### config.mk
export PLATFORM = sky130hd
export DESIGN_NAME = exec_stage_flat
export DESIGN_NICKNAME = d
export VERILOG_FILES = /design/src/rtl/exec_stage_if.sv /design/src/rtl/exec_stage.sv /design/src/flat_wrapper.sv
export SDC_FILE = /design/constraint.sdc
export NUM_CORES = 1
export LEC_CHECK = 0
export CORE_MARGIN = 2
export CORE_UTILIZATION = 48
export DETAILED_ROUTE_END_ITERATION = 10
export PLACE_DENSITY = 0.79
export SYNTH_ARGS = -nofsm -noshare
export SYNTH_HDL_FRONTEND = slang
export SYNTH_SLANG_ARGS = --single-unit
export TNS_END_PERCENT = 10
### constraint.sdc
create_clock -name clk -period 4.5 [get_ports clk]
set_input_delay 0.675 -clock clk [delete_from_list [all_inputs] [get_ports clk]]
set_output_delay 0.675 -clock clk [all_outputs]
set_load 0.01 [all_outputs]
### src/rtl/exec_stage_if.sv
// exec_stage_if: decode-side controls/operands in, registered memory/writeback results out
interface exec_stage_if;
    logic [2:0]  state;
    logic [3:0]  alu_op;
    logic        alu_src;
    logic [2:0]  branch_op;
    logic        jump_reg;
    logic [31:0] rs1_val, rs2_val, imm, pc;
    logic        mem_read_in, mem_write_in, reg_write_in;
    logic [4:0]  write_reg_in;
    logic        mem_read, mem_write;
    logic [31:0] mem_addr, mem_write_data;
    logic        branch;
    logic [31:0] branch_addr;
    logic        reg_write;
    logic [4:0]  write_reg;
    logic [31:0] reg_write_data;
    logic        exec_done;
    modport master (
        output state, alu_op, alu_src, branch_op, jump_reg, rs1_val, rs2_val, imm, pc,
               mem_read_in, mem_write_in, reg_write_in, write_reg_in,
        input  mem_read, mem_write, mem_addr, mem_write_data, branch, branch_addr,
               reg_write, write_reg, reg_write_data, exec_done
    );
    modport slave (
        input  state, alu_op, alu_src, branch_op, jump_reg, rs1_val, rs2_val, imm, pc,
               mem_read_in, mem_write_in, reg_write_in, write_reg_in,
        output mem_read, mem_write, mem_addr, mem_write_data, branch, branch_addr,
               reg_write, write_reg, reg_write_data, exec_done
    );
endinterface

### src/rtl/exec_stage.sv
// exec_stage: execute stage ALU/branch/result registers; EXEC_DIV_EN adds a 32-step restoring divider
module exec_stage #(
    parameter int XLEN      = 32,
    parameter int DIV_STEPS = 32
) (
    input logic         clk,
    input logic         rst,
    exec_stage_if.slave e
);
    if (XLEN != 32 || DIV_STEPS != XLEN) begin : g_cfg_check
        $error("exec_stage supports only XLEN = DIV_STEPS = 32");
    end
    typedef enum logic [1:0] {IDLE, BUSY, DONE} fsm_t;
    fsm_t st, st_nx;
    logic [XLEN-1:0] a, b, alu_res, fast_res, div_res, tgt;
    logic [4:0] sh;
    logic slow, div_last, start, cap, take, eq, lt, ltu;
    assign a  = e.rs1_val;
    assign b  = e.alu_src ? e.imm : e.rs2_val;
    assign sh = b[4:0];
    always_comb begin
        alu_res = '0;
        case (e.alu_op)
            4'd0: alu_res = a + b;
            4'd1: alu_res = a - b;
            4'd2: alu_res = a << sh;
            4'd3: alu_res = XLEN'($signed(a) < $signed(b));
            4'd4: alu_res = XLEN'(a < b);
            4'd5: alu_res = a ^ b;
            4'd6: alu_res = a >> sh;
            4'd7: alu_res = $unsigned($signed(a) >>> sh);
            4'd8: alu_res = a | b;
            4'd9: alu_res = a & b;
            default: alu_res = '0;
        endcase
    end
    assign eq   = e.rs1_val == e.rs2_val;
    assign lt   = $signed(e.rs1_val) < $signed(e.rs2_val);
    assign ltu  = e.rs1_val < e.rs2_val;
    assign take = e.branch_op == 3'd1 ? eq :
                  e.branch_op == 3'd2 ? !eq :
                  e.branch_op == 3'd3 ? lt :
                  e.branch_op == 3'd4 ? !lt :
                  e.branch_op == 3'd5 ? ltu :
                  e.branch_op == 3'd6 ? !ltu :
                  e.branch_op == 3'd7;
    assign tgt  = (e.jump_reg ? a : e.pc) + e.imm;
`ifdef EXEC_DIV_EN
    logic is_div, sgn, want_rem, a_neg, b_neg, div0, ovf, q_neg_r, r_neg_r, want_rem_r;
    logic [XLEN-1:0] a_mag, b_mag, rem_r, quo_r, dvs_r;
    logic [XLEN:0] trial;
    logic [5:0] cnt;
    assign is_div   = e.alu_op inside {4'd10, 4'd11, 4'd12, 4'd13};
    assign sgn      = e.alu_op == 4'd10 || e.alu_op == 4'd12;
    assign want_rem = e.alu_op[3:2] == 2'b11;
    assign a_neg    = sgn & a[XLEN-1];
    assign b_neg    = sgn & b[XLEN-1];
    assign a_mag    = a_neg ? -a : a;
    assign b_mag    = b_neg ? -b : b;
    assign div0     = b == '0;
    assign ovf      = sgn && a == {1'b1, {(XLEN-1){1'b0}}} && b == '1;
    assign slow     = is_div && !div0 && !ovf;
    // overflow case: quotient equals the dividend (0x80000000), remainder 0
    assign fast_res = !is_div ? alu_res : div0 ? (want_rem ? a : '1) : (want_rem ? '0 : a);
    assign trial    = {rem_r, quo_r[XLEN-1]} - {1'b0, dvs_r};
    assign div_last = cnt == 6'(DIV_STEPS);
    assign div_res  = want_rem_r ? (r_neg_r ? -rem_r : rem_r) : (q_neg_r ? -quo_r : quo_r);
    always_ff @(posedge clk) begin
        if (rst) begin
            cnt        <= '0;
            rem_r      <= '0;
            quo_r      <= '0;
            dvs_r      <= '0;
            q_neg_r    <= 1'b0;
            r_neg_r    <= 1'b0;
            want_rem_r <= 1'b0;
        end else if (start) begin
            cnt        <= '0;
            rem_r      <= '0;
            quo_r      <= a_mag;
            dvs_r      <= b_mag;
            q_neg_r    <= a_neg ^ b_neg;
            r_neg_r    <= a_neg;
            want_rem_r <= want_rem;
        end else if (st == BUSY && !div_last) begin
            rem_r <= trial[XLEN] ? {rem_r[XLEN-2:0], quo_r[XLEN-1]} : trial[XLEN-1:0];
            quo_r <= {quo_r[XLEN-2:0], !trial[XLEN]};
            cnt   <= cnt + 6'd1;
        end
    end
`else
    assign slow     = 1'b0;
    assign div_last = 1'b1;
    assign div_res  = '0;
    assign fast_res = alu_res;
`endif
    assign start = st == IDLE && e.state == 3'd2 && slow;
    always_comb begin
        st_nx = st;
        cap   = 1'b0;
        case (st)
            IDLE: if (e.state == 3'd2) begin
                st_nx = slow ? BUSY : DONE;
                cap   = !slow;
            end
            BUSY: if (e.state != 3'd2) st_nx = IDLE;
                  else if (div_last) begin
                      st_nx = DONE;
                      cap   = 1'b1;
                  end
            DONE: if (e.state != 3'd2) st_nx = IDLE;
            default: st_nx = IDLE;
        endcase
    end
    always_ff @(posedge clk) st <= rst ? IDLE : st_nx;
    always_ff @(posedge clk) begin
        if (rst) begin
            e.mem_read       <= 1'b0;
            e.mem_write      <= 1'b0;
            e.mem_addr       <= '0;
            e.mem_write_data <= '0;
            e.branch         <= 1'b0;
            e.branch_addr    <= '0;
            e.reg_write      <= 1'b0;
            e.write_reg      <= '0;
            e.reg_write_data <= '0;
        end else if (cap) begin
            e.mem_read       <= e.mem_read_in;
            e.mem_write      <= e.mem_write_in;
            e.mem_addr       <= e.rs1_val + e.imm;
            e.mem_write_data <= e.rs2_val;
            e.branch         <= take;
            e.branch_addr    <= e.jump_reg ? {tgt[XLEN-1:1], 1'b0} : tgt;
            e.reg_write      <= e.reg_write_in;
            e.write_reg      <= e.write_reg_in;
            e.reg_write_data <= e.branch_op == 3'd7 ? e.pc + XLEN'(4) : (st == BUSY ? div_res : fast_res);
        end
    end
    assign e.exec_done = st == DONE;
endmodule

### src/flat_wrapper.sv
// flat-port wrapper written by rule: the top's interface ports become plain ports
module exec_stage_flat 
#(
    parameter int XLEN      = 32,
    parameter int DIV_STEPS = 32
)
  (clk, rst, e_state, e_alu_op, e_alu_src, e_branch_op, e_jump_reg, e_rs1_val, e_rs2_val, e_imm, e_pc, e_mem_read_in, e_mem_write_in, e_reg_write_in, e_write_reg_in, e_mem_read, e_mem_write, e_mem_addr, e_mem_write_data, e_branch, e_branch_addr, e_reg_write, e_write_reg, e_reg_write_data, e_exec_done);
  exec_stage_if e_i ();
  input logic clk;
  input logic rst;
  input wire logic [$bits(e_i.state)-1:0] e_state;
  input wire logic [$bits(e_i.alu_op)-1:0] e_alu_op;
  input wire logic [$bits(e_i.alu_src)-1:0] e_alu_src;
  input wire logic [$bits(e_i.branch_op)-1:0] e_branch_op;
  input wire logic [$bits(e_i.jump_reg)-1:0] e_jump_reg;
  input wire logic [$bits(e_i.rs1_val)-1:0] e_rs1_val;
  input wire logic [$bits(e_i.rs2_val)-1:0] e_rs2_val;
  input wire logic [$bits(e_i.imm)-1:0] e_imm;
  input wire logic [$bits(e_i.pc)-1:0] e_pc;
  input wire logic [$bits(e_i.mem_read_in)-1:0] e_mem_read_in;
  input wire logic [$bits(e_i.mem_write_in)-1:0] e_mem_write_in;
  input wire logic [$bits(e_i.reg_write_in)-1:0] e_reg_write_in;
  input wire logic [$bits(e_i.write_reg_in)-1:0] e_write_reg_in;
  output wire logic [$bits(e_i.mem_read)-1:0] e_mem_read;
  output wire logic [$bits(e_i.mem_write)-1:0] e_mem_write;
  output wire logic [$bits(e_i.mem_addr)-1:0] e_mem_addr;
  output wire logic [$bits(e_i.mem_write_data)-1:0] e_mem_write_data;
  output wire logic [$bits(e_i.branch)-1:0] e_branch;
  output wire logic [$bits(e_i.branch_addr)-1:0] e_branch_addr;
  output wire logic [$bits(e_i.reg_write)-1:0] e_reg_write;
  output wire logic [$bits(e_i.write_reg)-1:0] e_write_reg;
  output wire logic [$bits(e_i.reg_write_data)-1:0] e_reg_write_data;
  output wire logic [$bits(e_i.exec_done)-1:0] e_exec_done;
  assign e_i.state = e_state;
  assign e_i.alu_op = e_alu_op;
  assign e_i.alu_src = e_alu_src;
  assign e_i.branch_op = e_branch_op;
  assign e_i.jump_reg = e_jump_reg;
  assign e_i.rs1_val = e_rs1_val;
  assign e_i.rs2_val = e_rs2_val;
  assign e_i.imm = e_imm;
  assign e_i.pc = e_pc;
  assign e_i.mem_read_in = e_mem_read_in;
  assign e_i.mem_write_in = e_mem_write_in;
  assign e_i.reg_write_in = e_reg_write_in;
  assign e_i.write_reg_in = e_write_reg_in;
  assign e_mem_read = e_i.mem_read;
  assign e_mem_write = e_i.mem_write;
  assign e_mem_addr = e_i.mem_addr;
  assign e_mem_write_data = e_i.mem_write_data;
  assign e_branch = e_i.branch;
  assign e_branch_addr = e_i.branch_addr;
  assign e_reg_write = e_i.reg_write;
  assign e_write_reg = e_i.write_reg;
  assign e_reg_write_data = e_i.reg_write_data;
  assign e_exec_done = e_i.exec_done;
  exec_stage #(.XLEN(XLEN), .DIV_STEPS(DIV_STEPS)) u_core (.clk(clk), .rst(rst), .e(e_i));
endmodule
# Word-level counts from Yosys, hierarchy flattened
# Index checks and enable logic that the tools add are counted.
[totals] register_bits=139 out_inout_bits=138 word_cells=73
[classes] n_addsub=5 order_cmp=4 n_eq_ne=23 shift=3 n_mux=19 bitwise=3 reduce_logical=6
[op_table] op="$pmux W32 S10" count=1
[op_table] op="$lt A32 B32 Y1" count=4
[op_table] op="$mux W32" count=4
[op_table] op="$add A32 B32 Y32" count=3
[op_table] op="$add A32 B3 Y32 const B" count=1
[op_table] op="$and A32 B32 Y32" count=1
[op_table] op="$eq A32 B32 Y1" count=1
[op_table] op="$or A32 B32 Y32" count=1
[op_table] op="$shl A32 B5 Y32" count=1
[op_table] op="$shr A32 B5 Y32" count=1
[op_table] op="$sshr A32 B5 Y32" count=1
[op_table] op="$sub A32 B32 Y32" count=1
[op_table] op="$xor A32 B32 Y32" count=1
[op_table] op="$eq A4 B3 Y1 const B" count=4
[op_table] op="$eq A3 B3 Y1 const B" count=4
[op_table] op="$eq A3 B2 Y1 const B" count=3
[op_table] op="$mux W1" count=9
[op_table] op="$eq A4 B2 Y1 const B" count=2
[op_table] op="$eq A4 B4 Y1 const B" count=2
[op_table] op="$mux W2" count=3
[op_table] op="$pmux W2 S3" count=1
[op_table] op="$eq A4 B1 Y1 const B" count=1
[op_table] op="$logic_not A4 Y1" count=1
[op_table] op="$eq A3 B1 Y1 const B" count=1
[op_table] op="9 further kinds" count=11

# Longest topological paths before layout
# Gate-level depths: netlist of the first run.
[depth] depth_word=8 mapped_depth=18 mapped_depth_nobuf=15

# Worst setup path before layout of the first run
# Ideal clock, no wire load.
[synth_timing] path_kind="in2reg" start="input port e_alu_src" end="register u_core.e.reg_write_data[20]" t_arrival_ns=4.250 slack_ns=0.108 path_stages=17 path_cell_list="buf_6 > mux2i_1 > clkbuf_1 > clkbuf_1 > clkbuf_1 > ha_1 > buf_4 > or3b_1 > nand2_2 > nor3_1 > o41a_1 > o21ai_1 > a211oi_1 > a211oi_1 > a21oi_1 > o41ai_1 > a311oi_1"
[synth_between] elab_chain_cells=5 word_cells_on_any_way=12
[synth_lines] item="from (decl)" line="flat_wrapper.sv:13" text="input wire logic [$bits(e_i.alu_src)-1:0] e_alu_src;"
[synth_lines] item="$mux W32 *" line="exec_stage.sv:19" text="assign b = e.alu_src ? e.imm : e.rs2_val;"
[synth_lines] item="$sub A32 B32 Y32, or another cell as far along" line="exec_stage.sv:25" text="4'd1: alu_res = a - b;"
[synth_lines] item="$pmux W32 S10 *" line="exec_stage.sv:23" text="case (e.alu_op)"
[synth_lines] item="$mux W32 * (2 in a row)" line="exec_stage.sv:136" text="e.reg_write_data <= e.branch_op == 3'd7 ? e.pc + XLEN'(4) : (st == BUSY ? div_res : fast_res);"
[synth_lines] item="to (signal assigned)" line="exec_stage.sv:136"
[synth_lines] item="to (decl)" line="exec_stage_if.sv:29" text="reg_write, write_reg, reg_write_data, exec_done"
# Mark *: on every way between the ends. The rest lies on a longest branch, timed or not.
# A chain may end at the register's enable or synchronous reset.

# Worst setup path in the final report of the first run
[layout_timing] start="input port e_imm[11]" end="register u_core.e.reg_write_data[23]"
[layout_between] elab_chain_cells=5 word_cells_on_any_way=6
[layout_lines] item="from (decl)" line="flat_wrapper.sv:18" text="input wire logic [$bits(e_i.imm)-1:0] e_imm;"
[layout_lines] item="$mux W32 *" line="exec_stage.sv:19"
[layout_lines] item="$sub A32 B32 Y32 or $add A32 B32 Y32 (tied branches)" line="exec_stage.sv:25, exec_stage.sv:24"
[layout_lines] item="$pmux W32 S10 *" line="exec_stage.sv:23"
[layout_lines] item="$mux W32 * (2 in a row)" line="exec_stage.sv:136"
# Marked as above.

==> results of run 1 <==
-- power by group --
| group | switching [mW] | total, mW | internal [mW] |
|---|---|---|---|
| Clock | 0.632 | 1.60 | 0.973 |
| Combinational | 1.86 | 3.17 | 1.31 |
| Sequential | 0.0617 | 1.37 | 1.30 |
| Total | 2.55 | 6.14 | 3.59 |
-- per-stage QoR --
step                      cells  utilization (%)
after floorplan            2602                -
after global placement     3476             60.2
after detailed placement   3476             60.2
after CTS                  3507             61.9
after global routing       3507             61.9
final                      3507             61.9
-- tightest hold or removal path: cells and delay by family (launching register included) --
kind	cells	cell delay, ns
AOI/OAI and AO/OA	1	0.06
DFF	1	0.32
and+or+nand+nor	1	0.04
-- final cells by class --
class	count	area share (%)
Inverter	150	2.31
Clock buffer	21	1.92
Tap cell	525	2.69
Clock inverter	10	0.670
Timing Repair Buffer	513	19.2
Multi-Input combinational cell	2150	62.0
Sequential cell	138	11.3
-- cells in the mapped netlist, types with 15 or more instances --
master and n:
a211oi_1 40, nand2b_1 16, a221oi_1 23, buf_1 24, buf_2 21, mux2i_1 173
a21o_1 54, xnor2_1 59, nand3_1 59, a22oi_1 23, nor2b_1 22, inv_1 147
nor4_1 17, o21ai_1 15, nor2_1 305, clkbuf_1 109, ha_1 196, a21oi_1 186
nand2_1 233, a31oi_1 40, nor3_1 43, nand4_1 30, and3_1 30, dfxtp_1 138
a221o_1 20, o21ai_0 173, mux4_2 24, o21a_1 53, o211ai_1 30, xor2_1 31
o21bai_1 20, mux2_2 35
-- cell usage in the layout (no fill, tap or decap), types with 31 or more instances in the layout --
cell / count
nand2_1: 233
xnor2_1: 59
nand3_1: 59
dfxtp_1: 138
mux2_2: 35
mux2i_1: 171
nor2_1: 304
nor3_1: 42
o21ai_0: 173
o21a_1: 52
buf_4: 217
a211oi_1: 40
clkdlybuf4s50_1: 285
xor2_1: 31
ha_1: 195
inv_1: 146
a21o_1: 54
a21oi_1: 186
a31oi_1: 40
-- kinds of logic after synthesis --
kind of cell    share of synthesized area [%]
xor+xnor                                 4.12
mux                                      14.3
compound gates                           27.7
fa+ha+maj                                13.3
buf+inv                                  6.59
flops                                    14.5
simple gates                             19.6
-- worst max path at each step --
stage	cells past startpoint	startpoint	slack, ns	endpoint
5_1_grt	19	e_imm[0]	0.20	u_core.e.reg_write_data[30]
3_5_place_dp	19	e_imm[0]	0.07	u_core.e.reg_write_data[30]
2_1_floorplan	17	e_alu_src	0.11	u_core.e.reg_write_data[20]
4_1_cts	19	e_imm[0]	0.56	u_core.e.reg_write_data[30]
6_report	15	e_imm[11]	0.45	u_core.e.reg_write_data[23]
3_3_place_gp	19	e_imm[0]	0.14	u_core.e.reg_write_data[30]
-- metal layers --
layer  GRT usage (%)  up-vias
li1                -    10300
met4            17.5        4
met1            58.9    11100
met5               0        -
met2            69.2     1595
met3            10.6      299
==> impl_metrics.json, run 1 <==
{
  "status": "completed",
  "grt_overflow": 0,
  "grt_pass1_vias": 22300,
  "min_path_cells": 2,
  "powerDensity_nw_per_um2": 251,
  "wl_um": 93900,
  "cts_tree": "done",
  "grt_max_degree": 64,
  "io_buffers": 287,
  "rsz0062_at_grt": "no",
  "skew_ns": 0.0173,
  "ys_top_cells_by_area": "dfxtp_1 14%, ha_1 13%, mux2i_1 9.1%",
  "wl_met2_um": 40900,
  "top_layer_used": "met5",
  "synth-seq-area-share_pct": 14.5,
  "vias": 23200,
  "start_util_pct": 48.3,
  "r2r_setup_slack_ns": 1.78,
  "synth_ff_type": "dfxtp_1",
  "clk_latency_ns": 0.46,
  "drt-pass1-iter-count": 6,
  "grt_pass1_wl_um": 140000,
  "dieHeight_um": 204,
  "slew_viol_final": 0,
  "critPathBufInv": 4,
  "drcViolationCount": 0,
  "startpoint_type": "input port",
  "synth_top_area_share_pct": 14.5,
  "timing.rr.end": "u_core.e.reg_write_data[9]",
  "grtUsageTotal_pct": 44.4,
  "synth_seq_cells": 138,
  "fin_total_pwr_mw": 6.14,
  "nets": 3320,
  "ctsLongestPathBuffers": 2,
  "multi_input_area_um2": 15200,
  "cts_sinks": 138,
  "finalSetupTns_ns": 0,
  "path_cells": "clkdlybuf4s50_1 -> nand2_1 -> o21a_1 -> ha_1 -> nor4_1 -> buf_4 -> inv_1 -> a221oi_1 -> o21ai_0 -> buf_4 -> a31oi_1 -> o2bb2ai_1 -> o22ai_1 -> a21o_1 -> a211oi_1",
  "postPlaceCellArea_um2": 23800,
  "cp-end-kind": "flop",
  "synthesis.area_um2": 19100,
  "globalplace.congestion": 1.09,
  "antennaDiodeCount": 0,
  "wl_met1_um": 37400,
  "synth.distinct_cells": 85,
  "post_cts_buffers": 0,
  "max_freq_ghz": 0.247,
  "path_class": "in2reg",
  "worst_pin_slew_ns": 0.920,
  "root_buffer": "clkbuf_16",
  "vdd_drop_max_mv": 0.259,
  "fillCellCount": 3543,
  "numCtsBuffers": 17,
  "rows": 73,
  "drt_iter0_drc": 2885,
  "regToRegStartpoint": "u_core.st[1]",
  "setup_viol": 0,
  "leakage_nw": 10.3,
  "regArea_um2": 2760,
  "place_hpwl_um": 74300,
  "cp_data_arrival_time_ns": 4.39,
  "die_area_um2": 41400,
  "avgSynthCellArea_um2": 7.34,
  "wl_per_cell_um": 26.8,
  "dp_slack_ns": 0.0689,
  "syn_inst": 2602,
  "period_needed_ns": 4.05,
  "htreeDepth": 4,
  "critPathMostFrequentCell": "buf_4",
  "min_from": "u_core.e.mem_addr[28]",
  "stdcell_area_um2": 24500,
  "wl_met3_um": 11300,
  "syn-num-nets": 2952,
  "reg2reg_depth": 8,
  "ant_nets": 0,
  "hold-worst-slack_ns": 0.456,
  "min_path_type": "reg2reg",
  "drive_gt1_share_pct": 11.8,
  "crit_fanout": 4,
  "crit_slowest_cell": "clkdlybuf4s50_1",
  "postCtsResizedCells": 0,
  "path_delay_family": "compound AO/OA/AOI/OAI gates",
  "max_slew_margin_pct": 38.7,
  "antenna_found_initial": 2,
  "slowest_delay_ns": 0.55,
  "area.growth.synth_to_final_pct": 28.0,
  "viasPerCell": 6.63,
  "finalWorstSetupSlack_ns": 0.451,
  "hold_viol": 0,
  "clkTransAtPathRegs_ns": 0.06,
  "max_cap_viol_count": 0,
  "core_area_um2": 39500,
  "async_flop_share_pct": 0,
  "required_ns": 4.84,
  "min_period_over_period_pct": 90.0,
  "synth_edf_count": 0,
  "num_io_pins": 288,
  "ys.warnings.count": 0,
  "cts-hold-fix-buffers": 0,
  "synth_area_leader_cell": "dfxtp_1",
  "hold-path-endpoint": "u_core.e.mem_addr[28]",
  "chipWidth_um": 204
}
No activity file was read; power rests on OpenSTA's default activity.
==> run 2: changes to the inputs <==
CTS_CLUSTER_DIAMETER = 80   (was not set)
clock period = 3.35 ns   (was 4.5 ns; I/O delays follow)
==> impl_metrics.json, run 2 (synthesis gave the netlist of run 1 again) <==
{
  "vdd_drop_max_mv": 0.314,
  "mostFrequentLayoutCell": "buf_4",
  "status": "finished with violations",
  "core_area_um2": 39500,
  "htreeDepth": 4,
  "nets": 3857,
  "num_io_pins": 288,
  "max_freq_ghz": 0.293,
  "critPathBufInv": 5,
  "chipWidth_um": 204,
  "rsz0062_at_grt": "yes",
  "vias": 26200,
  "period_needed_ns": 3.41,
  "rows": 73,
  "clkTransAtPathRegs_ns": 0.07,
  "start_util_pct": 48.3,
  "grt_max_degree": 70,
  "dp_slack_ns": -0.924,
  "ant_nets": 0,
  "skew_ns": 0.00769,
  "numCtsBuffers": 17,
  "cp-end-kind": "flop",
  "drive_gt1_share_pct": 29.4,
  "cts_sinks": 138,
  "worst_pin_slew_ns": 0.687,
  "hold_viol": 0,
  "finalSetupTns_ns": -0.174,
  "hold-worst-slack_ns": 0.403,
  "cts_tree": "done",
  "area.growth.synth_to_final_pct": 54.7,
  "fillCellCount": 2889,
  "setup_viol": 8,
  "io_buffers": 287,
  "slowest_delay_ns": 0.48,
  "root_buffer": "clkbuf_16",
  "powerDensity_nw_per_um2": 313,
  "globalplace.congestion": 1.07,
  "path_delay_family": "compound AO/OA/AOI/OAI gates",
  "clk_latency_ns": 0.46,
  "crit_fanout": 5,
  "grtUsageTotal_pct": 48.2,
  "layout_common_cells": "729 x buf_4, 298 x nor2_1, 237 x clkdlybuf4s50_1",
  "max_cap_viol_count": 0,
  "utilization_pct": 74.7,
  "fin_total_pwr_mw": 9.24,
  "finalWorstSetupSlack_ns": -0.0605,
  "drt_iter0_drc": 3558,
  "crit_slowest_cell": "clkdlybuf4s50_1",
  "drcViolationCount": 0,
  "viasPerCell": 6.47,
  "wl_um": 104000,
  "leakage_nw": 13.3,
  "path_cells": "clkdlybuf4s50_1 -> buf_6 -> buf_6 -> mux2_2 -> ha_4 -> a21oi_2 -> o22ai_2 -> o21ai_2 -> o21ai_1 -> buf_4 -> a21oi_4 -> o21a_1 -> o21ai_2 -> nand2_1 -> xor2_1 -> buf_4 -> a211oi_2",
  "violations": "negative setup slack",
  "postPlaceCellArea_um2": 27800,
  "ctsLongestPathBuffers": 2,
  "dpl.cell_count": 3998,
  "min_period_over_period_pct": 102,
  "stdcell_area_um2": 29600,
  "slew_viol_final": 0,
  "max_slew_margin_pct": 53.8,
  "grt_pass1_wl_um": 152000,
  "startpoint_type": "input port",
  "min_path_type": "in2reg",
  "wl_per_cell_um": 25.8,
  "place_hpwl_um": 81700,
  "dieHeight_um": 204,
  "cp_data_arrival_time_ns": 3.79,
  "die_area_um2": 41400,
  "required_ns": 3.73,
  "finalNonFillerCells": 4047,
  "drt-pass1-iter-count": 7,
  "grt_pass1_vias": 25400,
  "antenna_found_initial": 4,
  "path_class": "in2reg",
  "grt_overflow": 0
}
[run 2: cell types whose count changed in the layout (fill, tap and decap cells not counted), sizes merged, moves of 3 or more]
cell / previous run / this run
buf: 228 / 762
clkdlybuf4s50: 285 / 237
dlymetal6s2s: 0 / 25
inv: 149 / 154
dlygate4sd2: 0 / 20
bufinv: 4 / 1
clkinvlp: 1 / 4
[run 2: timing repair]
action | 4_1_cts | 5_1_grt
hold buffers | 0 | 0
pin swaps | 38 | 58
buffers inserted | 11 | 4
cloned | 0 | 3
endpoints found under the setup margin | 56 | 56
resized for setup | 120 | 152
[run 2: worst paths after layout]
| check | from | end | slack [ns] | cells past startpoint |
|---|---|---|---|---|
| worst max register to register | u_core.st[1] | u_core.e.reg_write_data[9] | 0.98 | 9 |
| worst max-delay path | e_jump_reg | u_core.e.branch_addr[27] | -0.06 | 17 |
| worst min register to register | u_core.e.mem_addr[28] | u_core.e.mem_addr[28] | 0.45 | 2 |
| worst min-delay path | e_rs2_val[10] | u_core.e.mem_write_data[10] | 0.40 | 3 |
[run 2: worst min-delay path: cells and delay by family]
family                 cells  cell delay (ns)
buffers and inverters      1             0.13
multiplexers               1             0.10
AND/OR/NAND/NOR            1             0.09
[run 2: area by class of cell]
| class | instances | area, um^2 | share of cell area (%) |
|---|---|---|---|
| Clock buffer | 18 | 429 | 1.45 |
| Tap cell | 525 | 657 | 2.22 |
| Clock inverter | 14 | 154 | 0.521 |
| Antenna cell | 2 | 5.00 | 0.0169 |
| Timing Repair Buffer | 1050 | 8910 | 30.1 |
| Sequential cell | 138 | 2760 | 9.35 |
| Multi-Input combinational cell | 2150 | 16100 | 54.4 |
| Inverter | 150 | 566 | 1.91 |
[run 2: report_power, final]
group	internal (mW)	switching, mW
registers	1.75	0.0885
clock network	1.05	0.952
logic	2.51	2.89
[run 2: per-layer routing]
layer  wire length, um  part of all wire [%]  global-route usage [%]
met1             39700                    38                    62.0
met2             44500                    43                    74.9
met3             13000                    12                    12.1
met4              7140                   6.8                    24.1
met5                39                 0.037                       0
